### src/rtl/axi_sub_rd_eng_pkg.sv
// Shared AXI encodings and local types for the AXI read-channel subordinate engine.
package axi_sub_rd_eng_pkg;

    localparam logic [1:0] AXI_BURST_FIXED = 2'd0;
    localparam logic [1:0] AXI_BURST_INCR  = 2'd1;
    localparam logic [1:0] AXI_BURST_WRAP  = 2'd2;

    localparam logic [1:0] AXI_RESP_OKAY   = 2'b00;
    localparam logic [1:0] AXI_RESP_SLVERR = 2'b10;

    typedef enum logic [0:0] {
        IDLE  = 1'b0,
        BURST = 1'b1
    } rd_state_e;

    // Only these lengths form a legal wrapping burst; anything else behaves as INCR.
    function automatic logic wrap_len_ok(input logic [7:0] len);
        logic ok;
        case (len)
            8'd1, 8'd3, 8'd7, 8'd15: ok = 1'b1;
            default:                 ok = 1'b0;
        endcase
        return ok;
    endfunction

endpackage

### src/rtl/axi_sub_rd_eng_chk.sv
// Protocol checker for the read engine: buffer overflow and handshake-stability properties.
module axi_sub_rd_eng_chk #(
    parameter int AW = 32,
    parameter int DW = 32,
    parameter int UW = 32,
    parameter int IW = 1,
    parameter int BW = 2
) (
    input logic          clk,
    input logic          rst_n,
    input logic          push,
    input logic          full,
    input logic          r_dv,
    input logic          r_hld,
    input logic [AW-1:0] r_addr,
    input logic [UW-1:0] r_user,
    input logic [IW-1:0] r_id,
    input logic [2:0]    r_size,
    input logic          r_last,
    input logic          rvalid,
    input logic          rready,
    input logic [DW-1:0] rdata,
    input logic [1:0]    rresp,
    input logic [IW-1:0] rid,
    input logic          rlast
);

    a_no_push_full: assert property (@(posedge clk) disable iff (!rst_n)
        !(push && full));

    a_req_stable: assert property (@(posedge clk) disable iff (!rst_n)
        (r_dv && r_hld) |=> (r_dv && $stable(r_addr) && $stable(r_user) && $stable(r_id)
                             && $stable(r_size) && $stable(r_last)));

    a_r_stable: assert property (@(posedge clk) disable iff (!rst_n)
        (rvalid && !rready) |=> (rvalid && $stable(rdata) && $stable(rresp)
                                 && $stable(rid) && $stable(rlast)));

    c_oversize_beat: cover property (@(posedge clk) disable iff (!rst_n)
        r_dv && !r_hld && (r_size > 3'(BW)));

endmodule

### src/rtl/axi_sub_rd_fifo.sv
// Synchronous FIFO with occupancy count; holds returned read beats until the R channel takes them.
module axi_sub_rd_fifo #(
    parameter  int WIDTH = 8,
    parameter  int DEPTH = 2,
    localparam int CW    = $clog2(DEPTH + 1),
    localparam int PW    = (DEPTH > 1) ? $clog2(DEPTH) : 1
) (
    input  logic             clk,
    input  logic             rst_n,
    input  logic             push,
    input  logic             pop,
    input  logic [WIDTH-1:0] wdata,
    output logic [WIDTH-1:0] rdata,
    output logic             full,
    output logic             empty,
    output logic [CW-1:0]    count
);

    logic [WIDTH-1:0] mem_r [DEPTH];
    logic [PW-1:0]    wr_ptr_r;
    logic [PW-1:0]    rd_ptr_r;
    logic [CW-1:0]    count_r;
    logic             do_push_s;
    logic             do_pop_s;

    function automatic logic [PW-1:0] ptr_inc(input logic [PW-1:0] p);
        logic [PW-1:0] n;
        if (p == PW'(DEPTH - 1)) begin
            n = {PW{1'b0}};
        end else begin
            n = p + PW'(1'b1);
        end
        return n;
    endfunction

    assign full      = (count_r == CW'(DEPTH));
    assign empty     = (count_r == {CW{1'b0}});
    assign count     = count_r;
    assign rdata     = mem_r[rd_ptr_r];
    assign do_push_s = push && !full;
    assign do_pop_s  = pop && !empty;

    // Entry storage and write pointer.
    always_ff @(posedge clk or negedge rst_n) begin
        if (!rst_n) begin
            for (int i = 0; i < DEPTH; i++) begin
                mem_r[i] <= {WIDTH{1'b0}};
            end
            wr_ptr_r <= {PW{1'b0}};
        end else if (do_push_s) begin
            mem_r[wr_ptr_r] <= wdata;
            wr_ptr_r        <= ptr_inc(wr_ptr_r);
        end
    end

    // Read pointer and occupancy; a simultaneous push and pop leaves the count unchanged.
    always_ff @(posedge clk or negedge rst_n) begin
        if (!rst_n) begin
            rd_ptr_r <= {PW{1'b0}};
            count_r  <= {CW{1'b0}};
        end else begin
            if (do_pop_s) begin
                rd_ptr_r <= ptr_inc(rd_ptr_r);
            end
            case ({do_push_s, do_pop_s})
                2'b10:   count_r <= count_r + CW'(1'b1);
                2'b01:   count_r <= count_r - CW'(1'b1);
                default: count_r <= count_r;
            endcase
        end
    end

endmodule

### src/rtl/axi_sub_rd_eng.sv
// AXI4 read subordinate engine: expands one AR burst into per-beat component requests and
// returns the component's data on the R channel through a credit-protected buffer.
module axi_sub_rd_eng
    import axi_sub_rd_eng_pkg::*;
#(
    parameter int AW    = 32,
    parameter int DW    = 32,
    parameter int BC    = DW / 8,
    parameter int BW    = $clog2(BC),
    parameter int UW    = 32,
    parameter int IW    = 1,
    parameter int C_LAT = 0,
    parameter int DEPTH = C_LAT + 2
) (
    input  logic          clk,
    input  logic          rst_n,
    input  logic          s_axi_arvalid,
    output logic          s_axi_arready,
    input  logic [AW-1:0] s_axi_araddr,
    input  logic [1:0]    s_axi_arburst,
    input  logic [2:0]    s_axi_arsize,
    input  logic [7:0]    s_axi_arlen,
    input  logic [UW-1:0] s_axi_aruser,
    input  logic [IW-1:0] s_axi_arid,
    output logic          s_axi_rvalid,
    input  logic          s_axi_rready,
    output logic [DW-1:0] s_axi_rdata,
    output logic [1:0]    s_axi_rresp,
    output logic [IW-1:0] s_axi_rid,
    output logic          s_axi_rlast,
    output logic          r_dv,
    output logic [AW-1:0] r_addr,
    output logic [UW-1:0] r_user,
    output logic [IW-1:0] r_id,
    output logic [2:0]    r_size,
    output logic          r_last,
    input  logic          r_hld,
    input  logic          r_err,
    input  logic [DW-1:0] r_rdata
);

    localparam int            CW      = $clog2(DEPTH + 1);
    localparam int            EW      = DW + 1 + IW + 1;
    localparam logic [CW:0]   DEPTH_C = (CW + 1)'(DEPTH);

    rd_state_e     state_r, state_nxt_s;
    logic [AW-1:0] addr_r, addr_nxt_s;
    logic [1:0]    burst_r;
    logic [2:0]    size_r;
    logic [7:0]    len_r, beat_r;
    logic [UW-1:0] user_r;
    logic [IW-1:0] id_r;
    logic [AW-1:0] step_s, wrap_bnd_s, incr_nxt_s, wrap_sum_s;
    logic          ar_hs_s, beat_acc_s, last_beat_s, credit_ok_s;
    logic          arready_s, dv_s;
    logic [CW-1:0] fifo_cnt_s, inflight_s;
    logic          push_s, push_last_s, pop_s, fifo_full_s, fifo_empty_s;
    logic [IW-1:0] push_id_s;
    logic [EW-1:0] fifo_wdata_s, fifo_rdata_s;

    assign ar_hs_s     = s_axi_arvalid && arready_s;
    assign beat_acc_s  = dv_s && !r_hld;
    assign last_beat_s = (beat_r == len_r);
    // Beats already buffered plus beats still inside the component must fit in the buffer.
    assign credit_ok_s = ({1'b0, fifo_cnt_s} + {1'b0, inflight_s}) < DEPTH_C;

    // FSM state register.
    always_ff @(posedge clk or negedge rst_n) begin
        if (!rst_n) begin
            state_r <= IDLE;
        end else begin
            state_r <= state_nxt_s;
        end
    end

    // FSM next-state logic.
    always_comb begin
        state_nxt_s = state_r;
        case (state_r)
            IDLE: begin
                if (ar_hs_s) begin
                    state_nxt_s = BURST;
                end else begin
                    state_nxt_s = IDLE;
                end
            end
            BURST: begin
                if (beat_acc_s && last_beat_s) begin
                    state_nxt_s = IDLE;
                end else begin
                    state_nxt_s = BURST;
                end
            end
            default: state_nxt_s = IDLE;
        endcase
    end

    // FSM outputs: AR acceptance only when idle, beat requests only while credits remain.
    always_comb begin
        arready_s = 1'b0;
        dv_s      = 1'b0;
        case (state_r)
            IDLE:    arready_s = 1'b1;
            BURST:   dv_s      = credit_ok_s;
            default: arready_s = 1'b0;
        endcase
    end

    // Next beat address for FIXED / INCR / WRAP, all in AW-bit modular arithmetic.
    always_comb begin
        step_s     = AW'(1'b1) << size_r;
        wrap_bnd_s = AW'({1'b0, len_r} + 9'd1) << size_r;
        incr_nxt_s = (addr_r & ~(step_s - AW'(1'b1))) + step_s;
        wrap_sum_s = addr_r + step_s;
        addr_nxt_s = incr_nxt_s;
        case (burst_r)
            AXI_BURST_FIXED: addr_nxt_s = addr_r;
            AXI_BURST_INCR:  addr_nxt_s = incr_nxt_s;
            AXI_BURST_WRAP: begin
                if (!wrap_len_ok(len_r)) begin
                    addr_nxt_s = incr_nxt_s;
                end else if ((wrap_sum_s & (wrap_bnd_s - AW'(1'b1))) == {AW{1'b0}}) begin
                    addr_nxt_s = wrap_sum_s - wrap_bnd_s;
                end else begin
                    addr_nxt_s = wrap_sum_s;
                end
            end
            default: addr_nxt_s = incr_nxt_s;
        endcase
    end

    // Burst context capture and per-beat address / counter advance.
    always_ff @(posedge clk or negedge rst_n) begin
        if (!rst_n) begin
            addr_r  <= {AW{1'b0}};
            burst_r <= 2'd0;
            size_r  <= 3'd0;
            len_r   <= 8'd0;
            beat_r  <= 8'd0;
            user_r  <= {UW{1'b0}};
            id_r    <= {IW{1'b0}};
        end else if (ar_hs_s) begin
            addr_r  <= s_axi_araddr;
            burst_r <= s_axi_arburst;
            size_r  <= s_axi_arsize;
            len_r   <= s_axi_arlen;
            beat_r  <= 8'd0;
            user_r  <= s_axi_aruser;
            id_r    <= s_axi_arid;
        end else if (beat_acc_s) begin
            addr_r <= addr_nxt_s;
            if (beat_r != 8'hFF) begin
                beat_r <= beat_r + 8'd1;
            end
        end
    end

    assign r_dv   = dv_s;
    assign r_addr = addr_r;
    assign r_user = user_r;
    assign r_id   = id_r;
    assign r_size = size_r;
    assign r_last = last_beat_s;
    assign s_axi_arready = arready_s;

    generate
        if (C_LAT == 0) begin : g_no_pipe
            assign push_s      = beat_acc_s;
            assign push_id_s   = id_r;
            assign push_last_s = last_beat_s;
            assign inflight_s  = {CW{1'b0}};
        end else begin : g_pipe
            logic [C_LAT-1:0] pv_r;
            logic [C_LAT-1:0] plast_r;
            logic [IW-1:0]    pid_r [C_LAT];
            logic [CW-1:0]    inflight_c;

            // Shift pipe tagging each accepted beat until its data returns.
            always_ff @(posedge clk or negedge rst_n) begin
                if (!rst_n) begin
                    pv_r    <= {C_LAT{1'b0}};
                    plast_r <= {C_LAT{1'b0}};
                    for (int i = 0; i < C_LAT; i++) begin
                        pid_r[i] <= {IW{1'b0}};
                    end
                end else begin
                    pv_r[0]    <= beat_acc_s;
                    plast_r[0] <= last_beat_s;
                    pid_r[0]   <= id_r;
                    for (int i = 1; i < C_LAT; i++) begin
                        pv_r[i]    <= pv_r[i-1];
                        plast_r[i] <= plast_r[i-1];
                        pid_r[i]   <= pid_r[i-1];
                    end
                end
            end

            // Count beats still travelling through the component.
            always_comb begin
                inflight_c = {CW{1'b0}};
                for (int i = 0; i < C_LAT; i++) begin
                    inflight_c = inflight_c + CW'(pv_r[i]);
                end
            end

            assign inflight_s  = inflight_c;
            assign push_s      = pv_r[C_LAT-1];
            assign push_id_s   = pid_r[C_LAT-1];
            assign push_last_s = plast_r[C_LAT-1];
        end
    endgenerate

    assign fifo_wdata_s = {r_rdata, r_err, push_id_s, push_last_s};
    assign pop_s        = !fifo_empty_s && s_axi_rready;

    axi_sub_rd_fifo #(
        .WIDTH (EW),
        .DEPTH (DEPTH)
    ) u_fifo (
        .clk   (clk),
        .rst_n (rst_n),
        .push  (push_s),
        .pop   (pop_s),
        .wdata (fifo_wdata_s),
        .rdata (fifo_rdata_s),
        .full  (fifo_full_s),
        .empty (fifo_empty_s),
        .count (fifo_cnt_s)
    );

    assign s_axi_rvalid = !fifo_empty_s;
    assign s_axi_rdata  = fifo_rdata_s[EW-1 -: DW];
    assign s_axi_rresp  = fifo_rdata_s[IW+1] ? AXI_RESP_SLVERR : AXI_RESP_OKAY;
    assign s_axi_rid    = fifo_rdata_s[IW:1];
    assign s_axi_rlast  = fifo_rdata_s[0];

    axi_sub_rd_eng_chk #(
        .AW (AW),
        .DW (DW),
        .UW (UW),
        .IW (IW),
        .BW (BW)
    ) u_chk (
        .clk    (clk),
        .rst_n  (rst_n),
        .push   (push_s),
        .full   (fifo_full_s),
        .r_dv   (dv_s),
        .r_hld  (r_hld),
        .r_addr (addr_r),
        .r_user (user_r),
        .r_id   (id_r),
        .r_size (size_r),
        .r_last (last_beat_s),
        .rvalid (s_axi_rvalid),
        .rready (s_axi_rready),
        .rdata  (s_axi_rdata),
        .rresp  (s_axi_rresp),
        .rid    (s_axi_rid),
        .rlast  (s_axi_rlast)
    );

endmodule

### config.mk
export PLATFORM = sky130hd
export DESIGN_NAME = axi_sub_rd_eng
export DESIGN_NICKNAME = d
export VERILOG_FILES = /design/src/rtl/axi_sub_rd_eng_pkg.sv /design/src/rtl/axi_sub_rd_eng_chk.sv /design/src/rtl/axi_sub_rd_fifo.sv /design/src/rtl/axi_sub_rd_eng.sv
export SDC_FILE = /design/constraint.sdc
export NUM_CORES = 1
export LEC_CHECK = 0
export BUFFER_PORTS_ARGS = -buffer_cell sky130_fd_sc_hd__buf_2
export CAP_MARGIN = 20
export CORE_MARGIN = 2
export CORE_UTILIZATION = 40
export CTS_BUF_LIST = sky130_fd_sc_hd__clkbuf_4 sky130_fd_sc_hd__clkbuf_8 sky130_fd_sc_hd__clkbuf_16
export DETAILED_ROUTE_END_ITERATION = 16
export GPL_TIMING_DRIVEN = 0
export PLACE_DENSITY = 0.69
export SYNTH_ARGS = -nofsm -noshare
export SYNTH_HDL_FRONTEND = slang
export SYNTH_SLANG_ARGS = --single-unit
### constraint.sdc
create_clock -name clk -period 5.6 [get_ports clk]
set_clock_uncertainty 0.15 [all_clocks]
set_input_delay 0.84 -clock clk [delete_from_list [all_inputs] [get_ports clk]]
set_output_delay 0.84 -clock clk [all_outputs]
set_load 0.02 [all_outputs]
; ---- Word-level counts from Yosys, hierarchy flattened
; Cells that the tools add are included.
[word_totals]
elab_cells = 91
inputBits = 116
out_inout_bits = 108
register_bits = 161
[op_classes]
n_bitwise = 6
n_lt_le_gt_ge = 4
n_mux = 25
reduce_logical = 19
add_sub_neg = 11
eq_ne = 11
n_shift = 2
[ops]
columns = cell, count
row1 = 35-bit 2-to-1 mux, 4
row2 = 32-bit 2-to-1 mux, 4
row3 = 70-bit bitwise mux, 1
row4 = 32-bit adder, 2
row5 = 32-bit AND, 2
row6 = 32-bit case mux with 2 select lines, 1
row7 = 32-bit by 1-bit subtractor with 32-bit output (second input constant), 2
row8 = 35-bit demux with 1-bit select, 1
row9 = 32-bit logical NOT, 1
row10 = 32-bit inverter, 1
row11 = 1-bit by 3-bit left shift with 32-bit output (first input constant), 1
row12 = 9-bit by 3-bit left shift with 32-bit output, 1
row13 = 32-bit subtractor, 1
row14 = 8-bit 2-to-1 mux, 3
row15 = 8-bit by 1-bit adder with 9-bit output (second input constant), 1
row16 = 8-bit by 1-bit adder with 8-bit output (second input constant), 1
row17 = 8-bit by 1-bit == test with 1-bit output (second input constant), 1
row18 = 8-bit by 2-bit == test with 1-bit output (second input constant), 1
row19 = 8-bit by 3-bit == test with 1-bit output (second input constant), 1
row20 = 8-bit by 4-bit == test with 1-bit output (second input constant), 1
row21 = 8-bit == test, 1
row22 = 1-bit 2-to-1 mux, 8
row23 = 8-bit != test (second input constant), 1
row24 = 1-bit logical AND, 7
row25 = other kinds (19), 30

; ---- Longest topological paths before layout
; Gate-level depths: netlist (run 1).
[depth]
depth_word = 10
ltp_mapped = 25
depth_no_buf = 21

; ---- Cells and area by module
; Synthesis (run 1) repeated with hierarchy kept, for this count alone.
[unflattened]
cells_unflattened = 1380
hier_area_um2 = 12074.1
[modules_own_cells]
columns = mod, seq_area_each_um2, cells_each, area_each_um2, n_inst
row1 = axi_sub_rd_eng, 2177.1, 1176, 8851.0, 1
row2 = axi_sub_rd_fifo, 1851.8, 204, 3223.1, 1

; ---- Worst setup path before layout (run 1)
; Ideal clock, no wire load.
[synth_path]
path_type = register to register
from = reg size_r[2], in the netlist r_size[2]
to = reg addr_r[29], in the netlist r_addr[29]
path_buffers = 5
period_less_slack_ns = 5.862
arrival_ns = 5.601
setup_ns = 0.110
path_slack_ns = -0.262
required_ns = 5.340
path_stages_with_launch = 25
cell_sequence = dfrtp_1 > clkbuf_1 > clkbuf_1 > clkbuf_1 > buf_1 > clkbuf_1 > nor2_1 > ha_1 > ha_1 > nor2_1 > o21ai_1 > o22a_1 > xnor2_1 > ha_1 > o21ai_0 > a21oi_1 > or2_2 > a31oi_1 > o311ai_0 > a311oi_1 > o21ai_0 > a32oi_1 > nand4_1 > xnor2_1 > o41ai_1
[synth_between]
elab_chain_cells = 9
word_cells_on_any_way = 16
classes_between = add/sub (5) / shift (2) / mux (5) / bitwise (3) / reduce/logical (1)
[synth_lines]
columns = item, line_no
row1 = "start, declared", axi_sub_rd_eng.sv:49  ; logic [2:0] size_r;
row2 = "start signal, assigned", axi_sub_rd_eng.sv:145  ; size_r <= s_axi_arsize;
row3 = 1-bit by 3-bit left shift with 32-bit output or 9-bit by 3-bit left shift with 32-bit output (tied branches), "axi_sub_rd_eng.sv:111, axi_sub_rd_eng.sv:112"
row4 = "32-bit by 1-bit subtractor with 32-bit output, or another cell as far along", axi_sub_rd_eng.sv:113  ; incr_nxt_s = (addr_r & ~(step_s - AW'(1'b1))) + step_s;
row5 = 32-bit inverter or 32-bit AND (tied branches), "axi_sub_rd_eng.sv:113, axi_sub_rd_eng.sv:122"
row6 = 32-bit AND or 32-bit logical NOT (tied branches), "axi_sub_rd_eng.sv:113, axi_sub_rd_eng.sv:122"
row7 = 32-bit adder or 32-bit 2-to-1 mux (tied branches), "axi_sub_rd_eng.sv:113, axi_sub_rd_eng.sv:122"
row8 = 32-bit 2-to-1 mux, axi_sub_rd_eng.sv:120  ; if (!wrap_len_ok(len_r)) begin
row9 = 32-bit case mux with 2 select lines (*), axi_sub_rd_eng.sv:116  ; case (burst_r)
row10 = 32-bit 2-to-1 mux (*), axi_sub_rd_eng.sv:150  ; end else if (beat_acc_s) begin
row11 = 32-bit 2-to-1 mux (*), axi_sub_rd_eng.sv:142  ; end else if (ar_hs_s) begin
row12 = "end signal, assigned", axi_sub_rd_eng.sv:135  ; addr_r <= {AW{1'b0}};
row13 = "end signal, assigned", axi_sub_rd_eng.sv:143  ; addr_r <= s_axi_araddr;
row14 = "end signal, assigned", axi_sub_rd_eng.sv:151  ; addr_r <= addr_nxt_s;
row15 = "end, declared", axi_sub_rd_eng.sv:47  ; logic [AW-1:0] addr_r, addr_nxt_s;
; Every way passes the cells marked *; elsewhere a longest branch is shown, timed or not. The select of a mux whose other input is x is not followed.
; A chain may end at the register's enable or synchronous reset.

; ---- Worst setup path after layout (run 1)
[layout_path]
from = reg size_r[0], in the netlist r_size[0]
to = reg addr_r[22], in the netlist r_addr[22]
; Same word-level chain as after synthesis.

==> impl_metrics.tcl, run 1 <==
set metrics [dict create \
    gp_congestion 0.9642 \
    fin_crit_ps 5394 \
    post-route-period-util_pct 96.32 \
    grt_pass1_wl_mm 61.55 \
    synth_edf_count 0 \
    wl_mm 39.49 \
    worst_slack_ps 206.3 \
    grt-ovfl-total 0 \
    yosysSeqAreaShare_pct 34.23 \
    ys_async_sr_fraction_pct 100.0 \
    fp.dieH_um 175.5 \
    start_kind "register" \
    place_ws_ps -1426 \
    synth_area_leaders "dfrtp_1, mux2_2, nand2_1" \
    syn_inst 1376 \
    die_area_mm2 0.03081 \
    drt_pass1_iterations 6 \
    fmaxAchievable_mhz 185.4 \
    synth.distinct_cells 79 \
    rows 62 \
    power_per_cell_area_mw_per_mm2 680.0 \
    drv_slew 0 \
    post-place-cells 1984 \
    layout.cells.non_filler 2030 \
    cp.required_ps 5810 \
    drive_above_1_share_pct 27.92 \
    worst_slew_pin_slew_ps 1172 \
    synthesis.area_mm2 0.01177 \
    cts_tree "yes" \
    setup_tns_ps 0 \
    ys_seq_elements 161 \
    finalSetupViolCount 0 \
    die_w_um 175.5 \
    insertion_delay_ps 440 \
    arrival_ps 5600 \
    grt_max_degree 109 \
    drv_cap 0 \
    yosys_most_used_dff "dfrtp_1" \
    viasPerCell 5.779 \
    htreeDepth 4 \
    p_leak_nw 6.280 \
    nFillCells 2834 \
    wl_per_cell_um 19.45 \
    relSlewSlack_pct 21.84 \
    cts_buffers 17 \
    synth_commonest_cells "nand2_1, dfrtp_1, mux2_2" \
    final-hold-violation-count 0 \
    clockBufferDepth 2 \
    r2r_slack_ps 210 \
    vias 11730 \
    io_buffers 222 \
    fin_total_pwr_w 0.009845 \
    clk_pin_slew_ps 90 \
    grtUsageTotal_pct 25.22 \
    ios 224 \
    synth.most_common_cell "nand2_1" \
    drc 0 \
    fin_nets 1776 \
    grt_antenna_before_repair 2 \
    cts_sinks 161 \
    synth_top_cell_by_area "dfrtp_1" \
    cp-end-kind "register" \
    grt_pass1_vias 11240 \
    syn_area_per_cell_um2 8.554 \
    place_hpwl_mm 29.94 \
    coreArea_mm2 0.02886 \
    rsz0062_at_grt "true" \
    drt_iter0_markers 1241 \
    root_buffer "clkbuf_16" \
    synth_top_area_share_pct 34.23 \
    area_growth_syn_to_layout_pct 23.00 \
    status "complete, no violations" \
    worstPathMaxFanout 10 \
    antenna_left 0 \
    yosys_warnings 0 \
    cts_hold_buf 0 \
    criticalPathCategory "register to register" \
    postLayoutCoreUtil_pct 50.17 \
    start_util_pct 40.79 \
    hold_class "primary input to async pin" \
    peakVddDrop_v 0.0002903 \
    synth.net_count 1521 \
]
cell type report:
type                    instances  area, um2  share of cell area, %
repair buffers                243       1294                  8.936
diodes                          2      5.005                0.03457
clock inverters                15      198.9                  1.374
flip-flops and latches        161       4031                  27.85
plain buffers                  85      395.4                  2.731
clock buffers                  17      425.4                  2.938
inverters                      29      108.9                 0.7519
multi-input cells            1094       7538                  52.07
well taps                     384      480.5                  3.319
timing repair:
item / CTS / global route
pin swaps: 5 / 12
buffers inserted: 8 / 10
setup endpoints to repair: 32 / 32
gates resized for setup: 39 / 43
cells in the final DEF, fill, tap and decap left out, types with 20 or more instances in the layout:
cell and n:
a21oi_1 62, buf_2 228, buf_4 21, clkbuf_1 52
dfrtp_1 159, ha_1 25, inv_1 29, mux2_2 107
nand2_1 227, nand3_1 41, nand4_1 20, nor2_1 91
nor3_1 21, o21ai_0 52, o21ai_1 26, xnor2_1 68
xor2_1 30
final timing paths:
check | end | start | cells after the start
worst min-delay path | r_addr[11] | rst_n | 1
min in group clk | r_user[23] | r_user[23] | 2
max in group asynchronous | u_fifo.mem_r[35] | rst_n | 2
worst max register to register | r_addr[22] | r_size[0] | 20
worst min register to register | r_user[23] | r_user[23] | 2
worst max-delay path | r_addr[22] | r_size[0] | 20
metal layers:
layer	GRT usage (%)	vias up	part of all wire, %
li1	-	5449	-
met1	34.21	5613	43
met2	39.34	583	45
met3	6.212	86	9.2
met4	8.643	0	3.1
met5	0	-	0
critical path, stage by stage, from the launching register on:
cell and delay [ps]:
dfrtp_1 440, clkbuf_4 250, buf_2 230, clkbuf_4 250
clkbuf_4 260, nand3_1 150, inv_1 170, ha_2 360
nand2_2 210, o21bai_1 220, nand2_1 160, and3_1 300
nand3_1 180, mux2i_1 250, nor2_1 70, o311a_1 370
nor4_4 380, buf_4 210, nand3_2 130, mux2_1 380
a21oi_1 150
report_power, final:
| group | leakage (nW) | internal, W | switching [W] |
|---|---|---|---|
| clock network | 0.301 | 0.000618 | 0.000626 |
| logic | 4.03 | 0.00269 | 0.00383 |
| registers | 1.95 | 0.00168 | 0.000403 |
| total | 6.28 | 0.00499 | 0.00486 |
state kept, by name (all words and copies together), names as in the netlist:
signal and count:
u_fifo.rd_ptr_r 1, beat_r 8, burst_r 2, r_id 1, u_fifo.count 2, u_fifo.mem_r 70
r_size 3, r_addr 32, len_r 8, u_fifo.wr_ptr_r 1, r_user 32, state_r 1
through the flow:
step                      area [um2]  hold WS [ps]
after floorplan                11780         305.5
after global placement         13370         305.0
after detailed placement       13420         307.7
after CTS                      14220         150.5
after global routing           14480         155.5
final                          14480         129.6
logic make-up (layout without fill, tap and decap cells):
group | after synthesis | in the layout | synth area share, %
other | 1 | 3 | 0.03186
AO/OA/AOI/OAI | 295 | 295 | 16.65
AND/OR/NAND/NOR | 533 | 533 | 21.85
XOR/XNOR | 107 | 107 | 7.962
multiplexers | 127 | 127 | 11.96
buffers and inverters | 121 | 389 | 4.008
flip-flops | 161 | 161 | 34.23
adder cells (fa/ha/maj) | 31 | 31 | 3.317
Note: power is estimated with default switching activity, not from simulation.
==> run 2, diff against run 1 <==
--- a/config.mk
+++ b/config.mk
@@ -12,6 +12,7 @@
 export CTS_BUF_LIST = sky130_fd_sc_hd__clkbuf_4 sky130_fd_sc_hd__clkbuf_8 sky130_fd_sc_hd__clkbuf_16
 export DETAILED_ROUTE_END_ITERATION = 16
 export GPL_TIMING_DRIVEN = 0
+export HOLD_SLACK_MARGIN = 0.15
 export PLACE_DENSITY = 0.69
 export SYNTH_ARGS = -nofsm -noshare
 export SYNTH_HDL_FRONTEND = slang
==> constraint.sdc (replaced) <==
create_clock -name clk -period 4.6 [get_ports clk]
set_clock_uncertainty 0.15 [all_clocks]
set_input_delay 0.69 -clock clk [delete_from_list [all_inputs] [get_ports clk]]
set_output_delay 0.69 -clock clk [all_outputs]
set_load 0.02 [all_outputs]
==> run 2 against run 1 <==
The run now ends with setup timing left. Setup slack got worse by 520 ps. Utilization increased by 5.6 points. Sequential share of layout area decreased by 2.8 points. Clock power increased by 22%. Sequential cell count unchanged. Power increased by 49%. Non-clock buffer count increased by 80. Register-to-register slack got worse by 520 ps. Combinational power increased by 63%.
==> impl_metrics.tcl, run 2 (synthesis gave the netlist of run 1 again) <==
set metrics [dict create \
    io_buffers 222 \
    fmaxAchievable_mhz 203.6 \
    cts_buffers 17 \
    ios 224 \
    layout_commonest_cell "buf_2" \
    power_per_cell_area_mw_per_mm2 913.7 \
    grt_max_degree 117 \
    place_hpwl_mm 29.71 \
    post-route-period-util_pct 106.8 \
    cp-startpoint "len_r[1]" \
    fin_nets 1856 \
    cts_tree "yes" \
    area_growth_syn_to_layout_pct 36.64 \
    grt_pass1_vias 11500 \
    insertion_delay_ps 430 \
    die_area_mm2 0.03081 \
    htreeDepth 4 \
    max_stage_delay_ps 580 \
    mostFrequentLayoutCells "buf_2, nand2_1, dfrtp_1" \
    hp-start "s_axi_aruser[7]" \
    worstPathMaxFanout 5 \
    grtUsageTotal_pct 26.00 \
    failed_checks "setup timing" \
    whs_ps 286.9 \
    critPathBufInv 3 \
    r2r_slack_ps -310 \
    drt_pass1_iterations 7 \
    fp.dieH_um 175.5 \
    drv_cap 0 \
    largest_reg_flops 70 \
    grt_pass1_wl_mm 63.53 \
    r2r_start "len_r[1]" \
    drt_iter0_markers 1313 \
    path_common_cell "buf_4" \
    worstSetupEndpoint "r_addr[18]" \
    drc 0 \
    clk_pin_slew_ps 90 \
    p_leak_nw 7.028 \
    criticalPathCategory "register to register" \
    viasPerCell 5.841 \
    antenna_left 0 \
    vias 12320 \
    gp_congestion 0.9329 \
    path_delay_family "simple AND/OR/NAND/NOR gates" \
    rsz0062_at_grt "true" \
    clockPowerShare_pct 10.3 \
    nFillCells 2601 \
    status "finished, violations left" \
    relSlewSlack_pct 23.49 \
    fin_crit_ps 4912 \
    largest_register "u_fifo.mem_r" \
    final-hold-violation-count 0 \
    worst_slack_ps -312.4 \
    clockBufferDepth 2 \
    finalSetupViolCount 32 \
    intPower_w 0.007690 \
    postLayoutCoreUtil_pct 55.73 \
    wl_per_cell_um 20.12 \
    cp-end-kind "register" \
    power.share.switching_pct 47.67 \
    switchingPower_w 0.007005 \
    r2r-end "r_addr[18]" \
    hold_class "primary input to register" \
    drv_slew 0 \
    seq_power_share_pct 17.5 \
    arrival_ps 5070 \
    rows 62 \
    cts_sinks 161 \
    worst_slew_pin_slew_ps 1143 \
    reg2regPathDepth 17 \
    start_util_pct 40.79 \
    cp_num_cells 17 \
    grt-ovfl-total 0 \
    cpMaxStageDelayCell "or4b_4" \
    wl_mm 42.44 \
    grt_antenna_before_repair 2 \
    cp.required_ps 4760 \
    coreArea_mm2 0.02886 \
    die_w_um 175.5 \
    peakVddDrop_v 0.0005070 \
    drive_above_1_share_pct 37.47 \
    path_cells "buf_4 -> ha_4 -> and4_1 -> a311oi_1 -> or2_1 -> o31ai_1 -> o32a_1 -> or4b_4 -> buf_4 -> xor2_1 -> a22oi_1 -> nand4_1 -> nor4_4 -> buf_4 -> and4bb_1 -> xnor2_1 -> a221o_1" \
    combPwrFrac_pct 72.3 \
    start_kind "register" \
    root_buffer "clkbuf_16" \
]
==> run 2: worst min path at each step <==
stage,endpoint,slack [ps],cells after the start
final,r_user[7],290,3
after global routing,r_user[10],290,3
after CTS,r_user[7],270,3
after detailed placement,r_user[24],310,2
after global placement,r_user[31],300,2
after floorplan,beat_r[0],240,0
==> run 2: per-stage QoR <==
stage               cell area (um2)  cells  total power, W  setup WS (ps)  setup TNS, ps
floorplan                     12020   1376        0.008163         -172.1         -277.1
global placement              13610   1982         0.01007          -1241         -36650
detailed placement            13650   1984         0.01020          -1276         -37820
CTS                           15450   2078         0.01324         -162.3          -1249
global route                  16080   2109         0.01547         -462.8          -9324
finish                        16080   2109         0.01470         -312.4          -4543
==> run 2: area by class of cell <==
class	count	area [um2]	area share, %
diodes	1	2.502	0.01556
clock buffers	17	425.4	2.645
multi-input cells	1094	8224	51.14
inverters	29	111.4	0.6924
well taps	384	480.5	2.987
plain buffers	86	614.3	3.820
clock inverters	15	193.9	1.206
repair buffers	322	1996	12.41
flip-flops and latches	161	4035	25.09
==> run 2: repair_timing <==
action | CTS | global route
cloned | 0 | 1
buffers inserted | 65 | 32
pin swaps | 64 | 66
hold buffers | 1 | 0
gates resized for setup | 148 | 90
setup endpoints to repair | 32 | 32
endpoints found under the hold margin | 45 | 0
==> run 2: metal layers <==
layer  wire length (um)  global-route usage (%)  up-vias  share of wire (%)
li1                   -                       -     5602                  -
met4               1515                   8.988        2                3.6
met1              17690                   36.09     5892                 42
met2              19030                   40.72      709                 45
met5                 11                       0        -              0.026
met3               4196                   4.870      113                9.9
==> run 2: worst min-delay path, cell delays in order <==
cell	delay [ps]
buf_2	70
nand2_1	40
nand2_1	40
==> run 2: power groups by stage <==
stage | Sequential [W] | Clock [W] | Combinational [W]
detailed placement | 0.00255 | 0 | 0.00765
finish | 0.00257 | 0.00151 | 0.0106
floorplan | 0.00272 | 0 | 0.00544
CTS | 0.00255 | 0.00152 | 0.00917
global placement | 0.00252 | 0 | 0.00755
global route | 0.00265 | 0.00158 | 0.0112
==> run 3, diff against run 2 <==
--- a/config.mk
+++ b/config.mk
@@ -5,11 +5,12 @@
 export SDC_FILE = /design/constraint.sdc
 export NUM_CORES = 1
 export LEC_CHECK = 0
+export ABC_AREA = 1
 export BUFFER_PORTS_ARGS = -buffer_cell sky130_fd_sc_hd__buf_2
 export CAP_MARGIN = 20
 export CORE_MARGIN = 2
 export CORE_UTILIZATION = 40
-export CTS_BUF_LIST = sky130_fd_sc_hd__clkbuf_4 sky130_fd_sc_hd__clkbuf_8 sky130_fd_sc_hd__clkbuf_16
+export CTS_BUF_LIST = sky130_fd_sc_hd__clkbuf_16
 export DETAILED_ROUTE_END_ITERATION = 16
 export GPL_TIMING_DRIVEN = 0
 export HOLD_SLACK_MARGIN = 0.15
==> run 3 against run 2 <==
The run now ends clean. Final area fell by 4.8%. Critical path depth increased by 12. Worst hold slack gained 8.5 ps. Sequential share of layout area is 1.2 points higher. Fmax rose by 13%. Setup slack better by 550 ps. Routed wire length increased by 12%. Largest power group unchanged. Clock power decreased by 11%. Highest routed layer unchanged. Final cell count increased by 28%.
==> impl_metrics.tcl, run 3 <==
set metrics [dict create \
    cp-end-kind "register" \
    post-place-cells 2666 \
    whs_ps 295.3 \
    wl_per_cell_um 17.56 \
    place_ws_ps -476.0 \
    ios 224 \
    coreArea_mm2 0.03156 \
    syn_area_per_cell_um2 6.267 \
    grt_antenna_before_repair 6 \
    post-route-period-util_pct 94.83 \
    path_common_cell "nand2_1" \
    gp_congestion 0.9790 \
    drv_cap 0 \
    drt_iter0_markers 1229 \
    synth.net_count 2186 \
    grt_max_degree 89 \
    syn_inst 2041 \
    fin_area_mm2 0.01532 \
    yosys_warnings 0 \
    synth_top_cell_by_area "dfrtp_1" \
    multi_input_area_mm2 0.007741 \
    intPower_w 0.005817 \
    clk_pin_slew_ps 70 \
    finalSetupViolCount 0 \
    cts_sinks 161 \
    drc 0 \
    grt_pass1_wl_mm 74.91 \
    root_buffer "clkbuf_16" \
    p_leak_nw 8.247 \
    holdPathStages 3 \
    relSlewSlack_pct 16.47 \
    fmaxAchievable_mhz 229.2 \
    die_w_um 182.8 \
    yosys_most_used_dff "dfrtp_1" \
    dpl_cell_area_mm2 0.01444 \
    clockBufferDepth 2 \
    synth.most_common_cell "nand2_1" \
    fp.dieH_um 182.8 \
    place_hpwl_mm 38.10 \
    mostFrequentLayoutCells "nand2_1, buf_2, inv_1" \
    seqCellArea_mm2 0.004031 \
    power_per_cell_area_mw_per_mm2 875.7 \
    grt-ovfl-total 0 \
    hold_class "primary input to register" \
    rsz0062_at_grt "true" \
    power.share.switching_pct 56.63 \
    synth_edf_count 0 \
    criticalPathCategory "register to register" \
    arrival_ps 4550 \
    start_kind "register" \
    drive_above_1_share_pct 18.04 \
    switchingPower_w 0.007597 \
    ys_seq_elements 161 \
    cts_buffers 17 \
    viasPerCell 5.309 \
    htreeDepth 4 \
    yosysSeqAreaShare_pct 31.50 \
    largest_reg_flops 70 \
    synth_commonest_cells "nand2_1, inv_1, nand3_1" \
    worst_slew_pin_slew_ps 1253 \
    final-hold-violation-count 0 \
    max_stage_delay_ps 390 \
    cts_tree "yes" \
    combPwrFrac_pct 70.3 \
    synth_area_leaders "dfrtp_1, nand2_1, nand3_1" \
    layout_commonest_cell "nand2_1" \
    die_area_mm2 0.03342 \
    vias 14390 \
    drv_slew 0 \
    clockPowerShare_pct 10.1 \
    rows 65 \
    worst_slack_ps 237.7 \
    reg2regPathDepth 29 \
    r2r_slack_ps 240 \
    largest_register "u_fifo.mem_r" \
    status "complete, no violations" \
    cp.required_ps 4780 \
    synth_top_area_share_pct 31.50 \
    fin_nets 2438 \
    layout.cells.non_filler 2710 \
    cpMaxStageDelayCell "dfrtp_1" \
    area_growth_syn_to_layout_pct 19.75 \
    nFillCells 3332 \
    antenna_left 0 \
    ys_async_sr_fraction_pct 100.0 \
    peakVddDrop_v 0.0004107 \
    io_buffers 222 \
    grt_pass1_vias 13830 \
    fin_crit_ps 4362 \
    insertion_delay_ps 440 \
    synth.distinct_cells 55 \
    grtUsageTotal_pct 28.58 \
    drt_pass1_iterations 6 \
    seq_power_share_pct 19.6 \
    wl_mm 47.58 \
    synthesis.area_mm2 0.01279 \
    start_util_pct 40.54 \
    worstPathMaxFanout 10 \
]
[run 3: cell types whose count changed after synthesis, moves of 16 or more]
cell / delta
mux2_2: -107
xnor2_1: -67
nand2_2: +20
clkbuf_1: -17
nor2_1: +61
buf_1: -16
nand2_1: +530
mux2i_1: -18
nand3_1: +162
inv_1: +189
nor2b_1: -19
o21ai_0: +80
[run 3: worst max-delay path: cells and delay by family (launching register included)]
family	cells	cell delay [ps]
flip-flops	1	390
AO/OA/AOI/OAI	1	80
buffers and inverters	7	870
AND/OR/NAND/NOR	19	2160
adder cells (fa/ha/maj)	2	580
[run 3: power groups by stage]
stage	registers, W	clock network [W]	logic (W)
5_1_grt	0.00271	0.00144	0.0104
2_1_floorplan	0.00278	0	0.00587
3_3_place_gp	0.00260	0	0.00861
3_5_place_dp	0.00263	0	0.00868
4_1_cts	0.00261	0.00138	0.00890
6_report	0.00264	0.00135	0.00943
[run 3: per-layer routing]
layer,vias to the layer above,track usage [%],part of all wire (%)
li1,7001,-,-
met1,6721,38.82,44
met2,579,46.75,47
met3,81,4.845,7.1
met4,6,8.672,2.5
met5,-,0,0.080
[run 3: final cells by class]
cell class	count	share of cell area [%]
multi-input cells	1573	50.54
flip-flops and latches	161	26.32
repair buffers	233	8.005
inverters	236	5.816
well taps	402	3.284
clock buffers	17	2.777
plain buffers	71	2.385
clock inverters	15	0.8414
diodes	2	0.03267
[run 3: cells by family (layout without fill, tap and decap cells)]
kind of cell	Yosys count	count (layout)	synth area share, %
compound gates	248	248	10.49
xor+xnor	42	42	3.111
fa+ha+maj	29	29	2.895
buf+inv	307	572	9.733
flops	161	161	31.50
other cells	1	3	0.02932
simple gates	1253	1253	42.25
[run 3: worst paths after layout]
| check | startpoint | to |
|---|---|---|
| worst max-delay path | r_size[0] | r_addr[20] |
| worst min-delay path | s_axi_aruser[1] | r_user[1] |
| worst max register to register | r_size[0] | r_addr[20] |
| worst min register to register | r_user[9] | r_user[9] |
| max in group asynchronous | rst_n | u_fifo.mem_r[68] |
| min in group asynchronous | rst_n | r_addr[29] |
[run 3: what timing repair did]
action / CTS / global route
setup endpoints to repair: 21 / 32
gates resized for setup: 16 / 40
setup buffers: 0 / 9
pin swaps: 0 / 9
cloned: 0 / 0
hold endpoints to repair: 73 / 0
hold buffers: 1 / 0
[run 3: metrics by stage]
step                      utilization, %  total power (W)  setup TNS, ps
after global placement             45.65          0.01121          -3819
after global routing               48.53          0.01457         -125.9
after floorplan                        -         0.008643              0
after detailed placement           45.77          0.01131          -4233
after CTS                          47.79          0.01290              0
final                              48.54          0.01341              0
